`src/rtl/msg_pkg.sv`:
```
// Shared definitions for the message RAM writer and the display reader:
// bank codes, message geometry, FSM state encoding and the bank-to-chip-select
// decode used by both sides of the SRAM.
package msg_pkg;

  localparam int WORD_W    = 14;  // glyph-column payload width
  localparam int DATA_W    = 16;  // SRAM word width
  localparam int ADDR_W    = 12;  // [11:10] bank, [9:0] offset
  localparam int OFF_W     = 10;
  localparam int MAX_WORDS = 6;   // one display frame

  localparam logic [1:0] BANK_ROM  = 2'b00;
  localparam logic [1:0] BANK_RAM1 = 2'b01;
  localparam logic [1:0] BANK_RAM2 = 2'b10;
  localparam logic [1:0] BANK_RAM3 = 2'b11;

  typedef enum logic [2:0] {
    IDLE   = 3'd0,
    ACCEPT = 3'd1,
    WRITE  = 3'd2,
    VERIFY = 3'd3,
    ADV    = 3'd4
  } state_t;

  // ROM has no chip select; RAM banks map to one-hot cs bits 0..2.
  function automatic logic [2:0] bank_to_cs(input logic [1:0] bank);
    logic [2:0] cs;
    case (bank)
      BANK_RAM1: cs = 3'b001;
      BANK_RAM2: cs = 3'b010;
      BANK_RAM3: cs = 3'b100;
      default:   cs = 3'b000;
    endcase
    return cs;
  endfunction

endpackage

```
`src/rtl/msg_ram_writer.sv`:
```
// msg_ram_writer: stores a runtime-loaded message (1..MAX_WORDS glyph-column
// words) into consecutive locations of one SRAM bank, so the display reader
// can scroll it in place of the ROM text.
// Optional build macro MSG_RAM_WRITER_VERIFY_EN adds a read-back check of
// every written word through the rd_data port; a mismatch raises err.
// All outputs are registered; each word takes ACCEPT, WRITE, (VERIFY,) ADV.
module msg_ram_writer
  import msg_pkg::*;
(
  input  logic                clk,
  input  logic                rst,
  input  logic                start,
  input  logic [ADDR_W-1:0]   base_addr,
  input  logic [2:0]          word_cnt,
  input  logic [WORD_W-1:0]   in_data,
  input  logic                in_valid,
  output logic                in_ready,
  output logic [OFF_W-1:0]    address,
  output logic [DATA_W-1:0]   data_in,
  output logic [2:0]          cs_ram,
  output logic                wr,
  output logic                busy,
  output logic                done,
  output logic                err
`ifdef MSG_RAM_WRITER_VERIFY_EN
  ,
  input  logic [DATA_W-1:0]   rd_data
`endif
);

  state_t             state_q,    state_d;
  logic [1:0]         bank_q,     bank_d;
  logic [OFF_W-1:0]   offset_q,   offset_d;
  logic [2:0]         remain_q,   remain_d;
  logic               in_ready_q, in_ready_d;
  logic [OFF_W-1:0]   address_q,  address_d;
  logic [DATA_W-1:0]  data_q,     data_d;
  logic [2:0]         cs_q,       cs_d;
  logic               wr_q,       wr_d;
  logic               busy_q,     busy_d;
  logic               done_q,     done_d;
  logic               err_q,      err_d;

`ifdef MSG_RAM_WRITER_VERIFY_EN
  // Only the payload bits are compared; the pad bits are read but unused.
  logic unused_rd_hi;
  assign unused_rd_hi = ^rd_data[DATA_W-1:WORD_W];
`endif

  // Next-state and next-output decode; outputs are computed one state ahead
  // so every SRAM control pin comes straight from a flop.
  always_comb begin
    // NOTE: every _d defaults to its _q (done to 0) before the case, so no
    // path through the decode leaves a signal unassigned and infers a latch.
    state_d    = state_q;
    bank_d     = bank_q;
    offset_d   = offset_q;
    remain_d   = remain_q;
    in_ready_d = in_ready_q;
    address_d  = address_q;
    data_d     = data_q;
    cs_d       = cs_q;
    wr_d       = wr_q;
    busy_d     = busy_q;
    done_d     = 1'b0;
    err_d      = err_q;

    case (state_q)
      IDLE: begin
        if (start) begin
          if (base_addr[ADDR_W-1:OFF_W] == BANK_ROM || word_cnt == 3'd0 ||
              word_cnt > 3'(MAX_WORDS)) begin
            err_d = 1'b1;  // rejected: no SRAM access at all
          end else begin
            bank_d     = base_addr[ADDR_W-1:OFF_W];
            offset_d   = base_addr[OFF_W-1:0];
            remain_d   = word_cnt;
            err_d      = 1'b0;
            busy_d     = 1'b1;
            in_ready_d = 1'b1;
            state_d    = ACCEPT;
          end
        end
      end

      ACCEPT: begin
        if (in_valid && in_ready_q) begin
          data_d     = {{(DATA_W-WORD_W){1'b0}}, in_data};
          address_d  = offset_q;
          cs_d       = bank_to_cs(bank_q);
          wr_d       = 1'b0;
          in_ready_d = 1'b0;
          state_d    = WRITE;
        end
      end

      WRITE: begin
        wr_d = 1'b1;
`ifdef MSG_RAM_WRITER_VERIFY_EN
        state_d = VERIFY;  // keep cs and address for the read-back cycle
`else
        cs_d    = 3'b000;
        state_d = ADV;
`endif
      end

`ifdef MSG_RAM_WRITER_VERIFY_EN
      VERIFY: begin
        if (rd_data[WORD_W-1:0] != data_q[WORD_W-1:0]) err_d = 1'b1;
        cs_d    = 3'b000;
        state_d = ADV;
      end
`endif

      ADV: begin
        // Offset wraps within the bank; the bank code is never touched.
        offset_d = offset_q + 1'b1;
        remain_d = remain_q - 1'b1;
        if (remain_q == 3'd1) begin
          done_d  = 1'b1;
          busy_d  = 1'b0;
          state_d = IDLE;
        end else begin
          in_ready_d = 1'b1;
          state_d    = ACCEPT;
        end
      end

      default: begin
        cs_d       = 3'b000;
        wr_d       = 1'b1;
        in_ready_d = 1'b0;
        busy_d     = 1'b0;
        state_d    = IDLE;
      end
    endcase
  end

  // State, counters and output registers with synchronous reset.
  always_ff @(posedge clk) begin
    // NOTE: sequential state uses non-blocking assignments so every flop
    // samples the pre-edge values regardless of statement order.
    if (rst) begin
      state_q    <= IDLE;
      bank_q     <= BANK_ROM;
      offset_q   <= '0;
      remain_q   <= '0;
      in_ready_q <= 1'b0;
      address_q  <= '0;
      data_q     <= '0;
      cs_q       <= 3'b000;
      wr_q       <= 1'b1;
      busy_q     <= 1'b0;
      done_q     <= 1'b0;
      err_q      <= 1'b0;
    end else begin
      state_q    <= state_d;
      bank_q     <= bank_d;
      offset_q   <= offset_d;
      remain_q   <= remain_d;
      in_ready_q <= in_ready_d;
      address_q  <= address_d;
      data_q     <= data_d;
      cs_q       <= cs_d;
      wr_q       <= wr_d;
      busy_q     <= busy_d;
      done_q     <= done_d;
      err_q      <= err_d;
    end
  end

  assign in_ready = in_ready_q;
  assign address  = address_q;
  assign data_in  = data_q;
  assign cs_ram   = cs_q;
  assign wr       = wr_q;
  assign busy     = busy_q;
  assign done     = done_q;
  assign err      = err_q;

endmodule
```
`config.mk`:
```
export PLATFORM = sky130hd
export DESIGN_NAME = msg_ram_writer
export DESIGN_NICKNAME = d
export VERILOG_FILES = /design/src/rtl/msg_pkg.sv /design/src/rtl/msg_ram_writer.sv
export SDC_FILE = /design/constraint.sdc
export NUM_CORES = 1
export LEC_CHECK = 0
export CORE_MARGIN = 2
export CORE_UTILIZATION = 60
export CTS_CLUSTER_DIAMETER = 60
export DETAILED_ROUTE_END_ITERATION = 7
export DONT_BUFFER_PORTS = 1
export GPL_TIMING_DRIVEN = 1
export PLACE_DENSITY_LB_ADDON = 0.2
export REMOVE_ABC_BUFFERS = 1
export SYNTH_ARGS = -nofsm -noshare
export SYNTH_HDL_FRONTEND = slang
export SYNTH_SLANG_ARGS = --single-unit
```
`constraint.sdc`:
```
create_clock -name clk -period 1.8 [get_ports clk]
set_input_delay 0.36 -clock clk [delete_from_list [all_inputs] [get_ports clk]]
set_output_delay 0.36 -clock clk [all_outputs]
set_load 0.005 [all_outputs]
```
==> flow_metrics.py <==
metrics = {
    "logic_synthesis": {
        "synth-seq-cells": 50,
        "synth-simple-area-share_pct": 23.9,
        "synthArstFlopShare_pct": 0,
        "synth-compound-area-share_pct": 22.0,
        "yosys_warnings": 0,
        "synthFlopType": "dfxtp_1",
        "synth_xor_area_share_pct": 0,
        "synth.distinct_cells": 47,
        "syn_area_sq_um": 2290,
        "netlist_instances": 273,
        "synth-seq-area-share_pct": 43.6,
        "synth.area.mux_share_pct": 1.31,
        "synth_edf_count": 0,
        "synth_top_family_by_area": "simple AND/OR/NAND/NOR gates",
        "synth_fa_ha_area_share_pct": 1.64,
        "synth.avg_cell_area_sq_um": 8.41,
    },
    "global_routing": {
        "grt_max_degree": 54,
        "overflow": 0,
        "grt_pass1_wl_mm": 8.00,
        "antenna_found_initial": 0,
        "grt_pass1_vias": 1652,
        "grt_util_all_layers_pct": 24.2,
    },
    "power_and_ir_drop": {
        "p_sw_uw": 526,
        "irDropWorstVdd_mv": 0.504,
        "switching_share_pct": 25.4,
        "p_int_uw": 1540,
        "p_per_area_nw_per_um2": 867,
        "seq_power_share_pct": 58.0,
        "combPwrFrac_pct": 9.0,
        "clock_power_share_pct": 33.0,
        "leakage_uw": 0.000829,
    },
    "drt": {
        "drt_first_pass_iters": 4,
        "post_drt_wl_per_cell_um": 16.0,
        "vias": 1888,
        "avgViaCountPerCell": 5.96,
        "ant_nets": 0,
        "drc": 0,
        "drt_iter0_drc": 128,
        "wl_mm": 5.08,
    },
    "clock_tree": {
        "clock_sinks": 50,
        "cts_setup_buffers": 0,
        "clk_pin_slew_ns": 0.09,
        "cts_tree": "yes",
        "ctsHoldBuffers": 0,
        "clkLatencyLatePin_ns": 0.31,
        "cts_resized": 0,
        "cts_inserted_buffers": 5,
        "cts_htree_levels": 2,
        "cts-root-buf": "clkbuf_8",
        "clock_path_buffers": 2,
    },
    "placement": {
        "pre_cts_slack_ns": 0.188,
        "port_buffers": 0,
        "gp_congestion": 0.915,
        "placed_area_sq_um": 2290,
        "dp_hpwl_mm": 3.48,
    },
    "critical_path": {
        "end_kind": "flop",
        "cp_cell_sequence": "nor2_1, a41o_1, o21ai_1, a221oi_1",
        "critPathKind": "reg2reg",
        "max_stage_delay_ns": 0.42,
        "critPathArrivalTime_ns": 1.82,
        "cp_max_fo": 11,
        "cp.required_ns": 2.02,
        "cp_slowest_cell": "dfxtp_1",
        "crit_path_start_kind": "flop",
    },
    "timing": {
        "setup_viol": 0,
        "fin_crit_sh_pct": 88.7,
        "rsz0062_at_grt": "no",
        "drv_slew": 0,
        "hold_viol_final": 0,
        "hold_slack_ns": 0.115,
        "setup_ws_ns": 0.203,
        "fin_crit_ns": 1.60,
        "max_freq_mhz": 626,
        "finClkSkew_ns": 0.00550,
    },
    "floorplan": {
        "die_area_sq_um": 4330,
        "die_h_um": 65.8,
        "core_sq_um": 3660,
        "io_pins": 67,
        "start_util_pct": 62.7,
        "placementRows": 22,
        "die_w_um": 65.8,
    },
    "finish": {
        "drive_gt1_share_pct": 10.0,
        "fin_nets": 304,
        "finalCoreUtilization_pct": 65.2,
        "layout_common_cells": "61 x nand2_1, 50 x dfxtp_1, 40 x a21oi_1",
        "synthToLayoutAreaGrowth_pct": 3.98,
        "final_common_cell": "nand2_1",
        "antenna_cells": 0,
        "stdcell_area_sq_um": 2390,
    },
    "flow_run": {
        "maxCapViolations": 0,
    },
    "hold_path": {
        "hp-class": "in2reg",
    },
    "outcome": {
        "outcome": "finished clean",
    },
}
-- kinds of logic (layout without fill, tap and decap cells) --
| group | count (synthesis) | count (layout) |
|---|---|---|
| and+or+nand+nor | 110 | 110 |
| AOI/OAI and AO/OA | 78 | 78 |
| DFF | 50 | 50 |
| adders and majority gates | 3 | 3 |
| buffers and inverters | 28 | 23 |
| other | 1 | 2 |
| muxes | 3 | 3 |
-- layer usage --
layer  part of all wire (%)  vias to the layer above  GRT usage, %
met2                     48                       53          37.9
met5                      0                        -             0
met4                    1.1                        0          7.81
li1                       -                      960             -
met1                     44                      869          32.0
met3                    7.1                        6          6.98
-- stage by stage --
stage	cells	total power (uW)	setup TNS, ns
floorplan	252	1350	-0.0481
global placement	309	1410	0
detailed placement	309	1410	0
CTS	317	2080	0
global route	317	2160	0
finish	317	2070	0
-- worst paths after layout --
kind | from | endpoint | slack, ns | cells after the start
setup / recovery | state_q[0]$_SDFFE_PP0P_ | offset_q[9]$_SDFFE_PP0P_ | 0.20 | 4
hold reg to reg | address[3]$_SDFFE_PP0P_ | address[3]$_SDFFE_PP0P_ | 0.47 | 2
hold / removal | rst | data_in[4]$_SDFFE_PP0P_ | 0.12 | 1
setup reg to reg | state_q[0]$_SDFFE_PP0P_ | offset_q[9]$_SDFFE_PP0P_ | 0.20 | 4
-- cells in the mapped netlist, types with 4 or more instances --
cell type | count | share of area, %
a21oi_1 | 40 | 8.7
a221oi_1 | 6 | 2.3
a41oi_1 | 4 | 1.5
buf_2 | 4 | 0.87
clkbuf_1 | 10 | 1.6
dfxtp_1 | 50 | 44
inv_1 | 6 | 0.98
nand2_1 | 61 | 10
nand2b_1 | 4 | 1.1
nand3_1 | 9 | 2.0
nand4_1 | 4 | 1.1
nor2_1 | 8 | 1.3
nor3_1 | 6 | 1.3
o21ai_0 | 5 | 1.1
o31ai_1 | 5 | 1.6
-- final cells by class --
class	instances	area, sq um
clock inverter	2	12.5
fill	329	1270
inverter	6	22.5
sequential	50	1000
multi-input combinational	196	1130
timing repair buffer	9	80.1
tap	48	60.1
clock buffer	6	82.6
-- power by group through the flow --
| stage | Clock (uW) | Combinational (uW) | Sequential, uW |
|---|---|---|---|
| after floorplan | 0 | 136 | 1210 |
| after global placement | 0 | 183 | 1220 |
| after detailed placement | 0 | 185 | 1220 |
| after CTS | 697 | 186 | 1200 |
| after global routing | 748 | 209 | 1210 |
| final | 683 | 187 | 1200 |
-- state kept, by name, indices dropped and copies added, names as in the netlist --
signal    count
address      10
bank_q        2
busy          1
cs_ram        3
data_in      14
done          1
err           1
in_ready      1
offset_q     10
remain_q      3
state_q       3
wr            1
-- worst max-delay path, delay by kind of cell, from the launching register on --
family,cells,cell delay [ns]
compound gates,3,0.73
flops,1,0.42
simple gates,1,0.36
Power figures use the tool's default switching activity.
